--- config.mk ---
export PLATFORM = sky130hd
export DESIGN_NAME = four_input_nor_test_sequencer
export DESIGN_NICKNAME = d
export VERILOG_FILES = /design/src/rtl/four_input_nor_test_sequencer.sv
export SDC_FILE = /design/constraint.sdc
export NUM_CORES = 1
export LEC_CHECK = 0
export ABC_AREA = 1
export BUFFER_PORTS_ARGS = -buffer_cell sky130_fd_sc_hd__buf_2
export CAP_MARGIN = 5
export CORE_UTILIZATION = 37
export CTS_BUF_LIST = sky130_fd_sc_hd__clkbuf_8
export CTS_CLUSTER_DIAMETER = 150
export DETAILED_ROUTE_END_ITERATION = 10
export HOLD_SLACK_MARGIN = 0.1
export PLACE_DENSITY_LB_ADDON = 0.3
export SYNTH_ARGS = -nofsm -noshare
export SYNTH_HDL_FRONTEND = slang
export SYNTH_SLANG_ARGS = --single-unit
--- constraint.sdc ---
create_clock -name clk -period 2.95 [get_ports clk]
set_input_delay 0.4425 -clock clk [delete_from_list [all_inputs] [get_ports clk]]
set_output_delay 0.4425 -clock clk [all_outputs]
set_load 0.01 [all_outputs]
--- src/rtl/four_input_nor_test_sequencer.sv ---
// Sweeps all 16 input vectors through an external 4-input NOR datapath and
// checks e/f/g after a programmable settle time, recording error statistics.
module four_input_nor_test_sequencer #(
  parameter int unsigned SETTLE_CYCLES = 2
) (
  input  logic       clk,
  input  logic       rst_n,
  input  logic       start,
  input  logic       abort,
  output logic       a,
  output logic       b,
  output logic       c,
  output logic       d,
  input  logic       e,
  input  logic       f,
  input  logic       g,
  output logic       busy,
  output logic       done,
  output logic       pass,
  output logic [4:0] err_count,
  output logic       fail_valid,
  output logic [3:0] fail_vec
);

  typedef enum logic [2:0] {StIdle, StApply, StSettle, StCheck, StDone} state_e;

  // Counter counts down to zero, so a settle of N cycles loads N-1.
  localparam logic [3:0] SettleLoad = (SETTLE_CYCLES > 0) ? 4'(SETTLE_CYCLES - 1) : 4'd0;

  state_e     state_q, state_d;
  logic [3:0] vec_q, vec_d;
  logic [3:0] cnt_q, cnt_d;
  logic [4:0] err_q, err_d;
  logic       fvld_q, fvld_d;
  logic [3:0] fvec_q, fvec_d;
  logic       done_q, done_d;
  logic       pass_q, pass_d;

  logic exp_e, exp_f, exp_g, mismatch;

  assign exp_f    = ~(vec_q[3] | vec_q[2]);
  assign exp_g    = ~(vec_q[1] | vec_q[0]);
  assign exp_e    = ~(|vec_q);
  assign mismatch = (e != exp_e) | (f != exp_f) | (g != exp_g);

  assign busy = (state_q == StApply) || (state_q == StSettle) || (state_q == StCheck);

  always_comb begin
    state_d = state_q;
    vec_d   = vec_q;
    cnt_d   = cnt_q;
    err_d   = err_q;
    fvld_d  = fvld_q;
    fvec_d  = fvec_q;
    done_d  = done_q;
    pass_d  = pass_q;

    unique case (state_q)
      StIdle, StDone: begin
        if (start) begin
          state_d = StApply;
          vec_d   = 4'd0;
          err_d   = 5'd0;
          fvld_d  = 1'b0;
          fvec_d  = 4'd0;
          done_d  = 1'b0;
          pass_d  = 1'b0;
        end
      end
      StApply: begin
        if (SETTLE_CYCLES > 0) begin
          state_d = StSettle;
          cnt_d   = SettleLoad;
        end else begin
          state_d = StCheck;
        end
      end
      StSettle: begin
        if (cnt_q == 4'd0) begin
          state_d = StCheck;
        end else begin
          cnt_d = cnt_q - 4'd1;
        end
      end
      StCheck: begin
        if (mismatch) begin
          err_d = err_q + 5'd1;
          if (!fvld_q) begin
            fvld_d = 1'b1;
            fvec_d = vec_q;
          end
        end
        if (vec_q == 4'd15) begin
          state_d = StDone;
          done_d  = 1'b1;
          pass_d  = (err_d == 5'd0);
        end else begin
          state_d = StApply;
          vec_d   = vec_q + 4'd1;
        end
      end
      default: state_d = StIdle;
    endcase

    // Abort wins over any CHECK update; partial error results are kept.
    if (busy && abort) begin
      state_d = StIdle;
      vec_d   = vec_q;
      cnt_d   = cnt_q;
      err_d   = err_q;
      fvld_d  = fvld_q;
      fvec_d  = fvec_q;
      done_d  = 1'b0;
      pass_d  = 1'b0;
    end
  end

  always_ff @(posedge clk or negedge rst_n) begin
    if (!rst_n) begin
      state_q <= StIdle;
      vec_q   <= 4'd0;
      cnt_q   <= 4'd0;
      err_q   <= 5'd0;
      fvld_q  <= 1'b0;
      fvec_q  <= 4'd0;
      done_q  <= 1'b0;
      pass_q  <= 1'b0;
    end else begin
      state_q <= state_d;
      vec_q   <= vec_d;
      cnt_q   <= cnt_d;
      err_q   <= err_d;
      fvld_q  <= fvld_d;
      fvec_q  <= fvec_d;
      done_q  <= done_d;
      pass_q  <= pass_d;
    end
  end

  // Stimulus is parked at zero only while idle; DONE keeps the last vector.
  always_comb begin
    {a, b, c, d} = 4'd0;
    if (state_q != StIdle) begin
      {a, b, c, d} = vec_q;
    end
  end

  assign done       = done_q;
  assign pass       = pass_q;
  assign err_count  = err_q;
  assign fail_valid = fvld_q;
  assign fail_vec   = fvec_q;

endmodule

==> run summary <==
Setup_tns = 0 ps
Synth cell types = 23
Drt pass-1 iters = 4
Setup bufs post-CTS = 0
Layout cells sized above 1 = 19.4%
Area growth from synthesis to layout = 16.4%
RD Place Congestion = 0.812
Largest net degree at the start of global routing = 24
Antenna Violating Nets Remaining = 0
Clock Path Buffers = 2
PortBufs = 23
Die height = 61.8 microns
Antenna cells = 0
CTS resizes = 0
#FFs+latches synth = 23
Fin. max-slew vios = 0
Area leader, netlist = dfrtp_1
DRC Markers = 0
Drt wl/cell = 10.6 microns
Endpoints failing setup = 0
Synthesized cell area = 1320 sq um
Final worst path period need = 1880 ps
Row count = 21
Total clock sinks = 23
Synth Net Count = 181
Status = finished, final reports clean
# nets final = 209
Synth area leaders = dfrtp_1, nand2_1, inv_1
Placed inst area = 1500 sq um
Top-area cell type share of the netlist area = 43.5%
Initial core utilization = 39.1%
Max-Cap Viols = 0
DR vias/cell = 4.69
H-tree depth = 1
# IOs = 24
P per Cell Area = 813 nW/um^2
Detailed Route WL = 2560 microns
All-Layer GR Usage = 15.0%
Fin area = 1540 sq um
Worst hold-check path type = in2async
Mapped Cells = 169
Final-report hold violation count = 0
Initial DRC Count = 63
Area of the die = 3820 sq um
Core area = 3390 sq um
Synth Area per Inst = 7.83 sq um
Tightest Pin Transition = 529 ps
First-pass GRT wire length = 4130 microns
# hold bufs at CTS = 0
Gr ovfl total = 0
CP max FO = 5
CTS Buf Count = 3
Clock Pin Slew Worst Setup and Hold Paths = 80 ps
Detailed Place HPWL = 2010 microns
Skew-Pair Late Insertion Delay = 260 ps
WP data arrival = 1430 ps
CP Data Required Time = 2510 ps
Vias = 1135
FMAX = 533 MHz
P_leak = 0.871 nW
Antenna violations before repair = 0
Final Cycle Share = 63.6%
Highest ir drop seen on vdd = 506 uV
Critical path class = reg2out
Layout Skew = 1.97 ps
Slew HR = 64.7%
Vias in the first global route = 964
CP Capture Type = output port
CTS tree = done
RSZ-0062 raised after global routing = no
Sequential element share of the synthesized area = 43.5%
Die Wd = 61.8 microns
Final core occ = 45.5%
Crit path launch type = flop
Root buf cell = clkbuf_8
Synth warn = 0
## worst max-delay path, stage by stage, from the launching register on
cell and delay [ps]:
dfrtp_1 400, nor2_1 260, inv_1 90, nor2_1 220, nor2_1 70, buf_2 140
## stage by stage
step | hold WS, ps | std cells | power (mW) | setup slack, ps
final | 150 | 242 | 1.25 | 1070
after global routing | 187 | 242 | 1.38 | 961
after CTS | 166 | 242 | 1.27 | 1050
after detailed placement | 454 | 238 | 1.07 | 1230
after global placement | 457 | 238 | 1.07 | 1260
after floorplan | 147 | 169 | 0.921 | 1380
## cell type report
class                   count  area [sq um]
clock buffers               3          41.3
clock inverters             1          3.75
fillers                   330          1850
inverters                  28           105
multi-input cells         118           643
flip-flops and latches     23           576
well taps                  46          57.6
repair buffers             23           115
## where the power goes
part / switching, mW / internal [mW] / total, mW
Combinational: 0.385 / 0.217 / 0.601
Clock: 0.0962 / 0.0928 / 0.189
Sequential: 0.0727 / 0.390 / 0.463
## flip-flops by register name (all words and copies together) (netlist names)
signal,count
err_count,5
fail_vec,4
vec_q,4
state_q,3
fail_valid,1
pass,1
cnt_q,4
done,1
## placed cells by master, fill, tap and decap left out, types with 5 or more instances in the layout
master	instances
nor2_1	16
nand2_1	38
dfrtp_1	23
nand3_1	14
ha_1	5
buf_2	23
xor2_1	6
inv_1	28
a21oi_1	5
o21ai_1	5
o21ai_0	6
## cells by family (layout without fill, tap and decap cells)
kind of cell	after synthesis	after routing	synth area share (%)
xor gates and xnor gates	6	6	3.97
DFF	23	23	43.5
AOI/OAI and AO/OA	23	23	9.92
adders and majority gates	5	5	4.73
and+or+nand+nor	84	84	30.0
buffers and inverters	28	55	7.94
## metal layers
metal / global-route usage [%] / vias up / wire length, microns
li1: - / 590 / -
met1: 19.7 / 519 / 1200
met2: 24.9 / 24 / 1230
met3: 3.73 / 2 / 109
met4: 3.81 / 0 / 19
met5: 0 / - / 0
## path summary, 6_finish.rpt
kind	startpoint	to	slack, ps	cells past startpoint
max reg2reg	vec_q[0]$_DFFE_PN0P_	fail_vec[0]$_DFFE_PN0P_	1220	10
min in group clk	done$_DFFE_PN0P_	done$_DFFE_PN0P_	470	2
min	rst_n	err_count[1]$_DFFE_PN0P_	150	1
max	state_q[1]$_DFFE_PN0P_	b	1070	5
max in group asynchronous	rst_n	vec_q[0]$_DFFE_PN0P_	2450	1
min reg2reg	done$_DFFE_PN0P_	done$_DFFE_PN0P_	470	2
## cells in the mapped netlist
library cell,instances
nand2_1,38
inv_1,27
dfrtp_1,23
nor2_1,16
nand3_1,14
o21ai_0,6
xor2_1,6
a21oi_1,5
ha_1,5
o21ai_1,5
nor3_1,4
o22ai_1,4
nand2_2,3
nand2_4,3
nor2_4,2
a32o_1,1
and3_1,1
inv_2,1
nor2_2,1
nor3_2,1
nor4_1,1
o21ai_2,1
o31ai_1,1
Note: power is estimated with default switching activity, not from simulation.
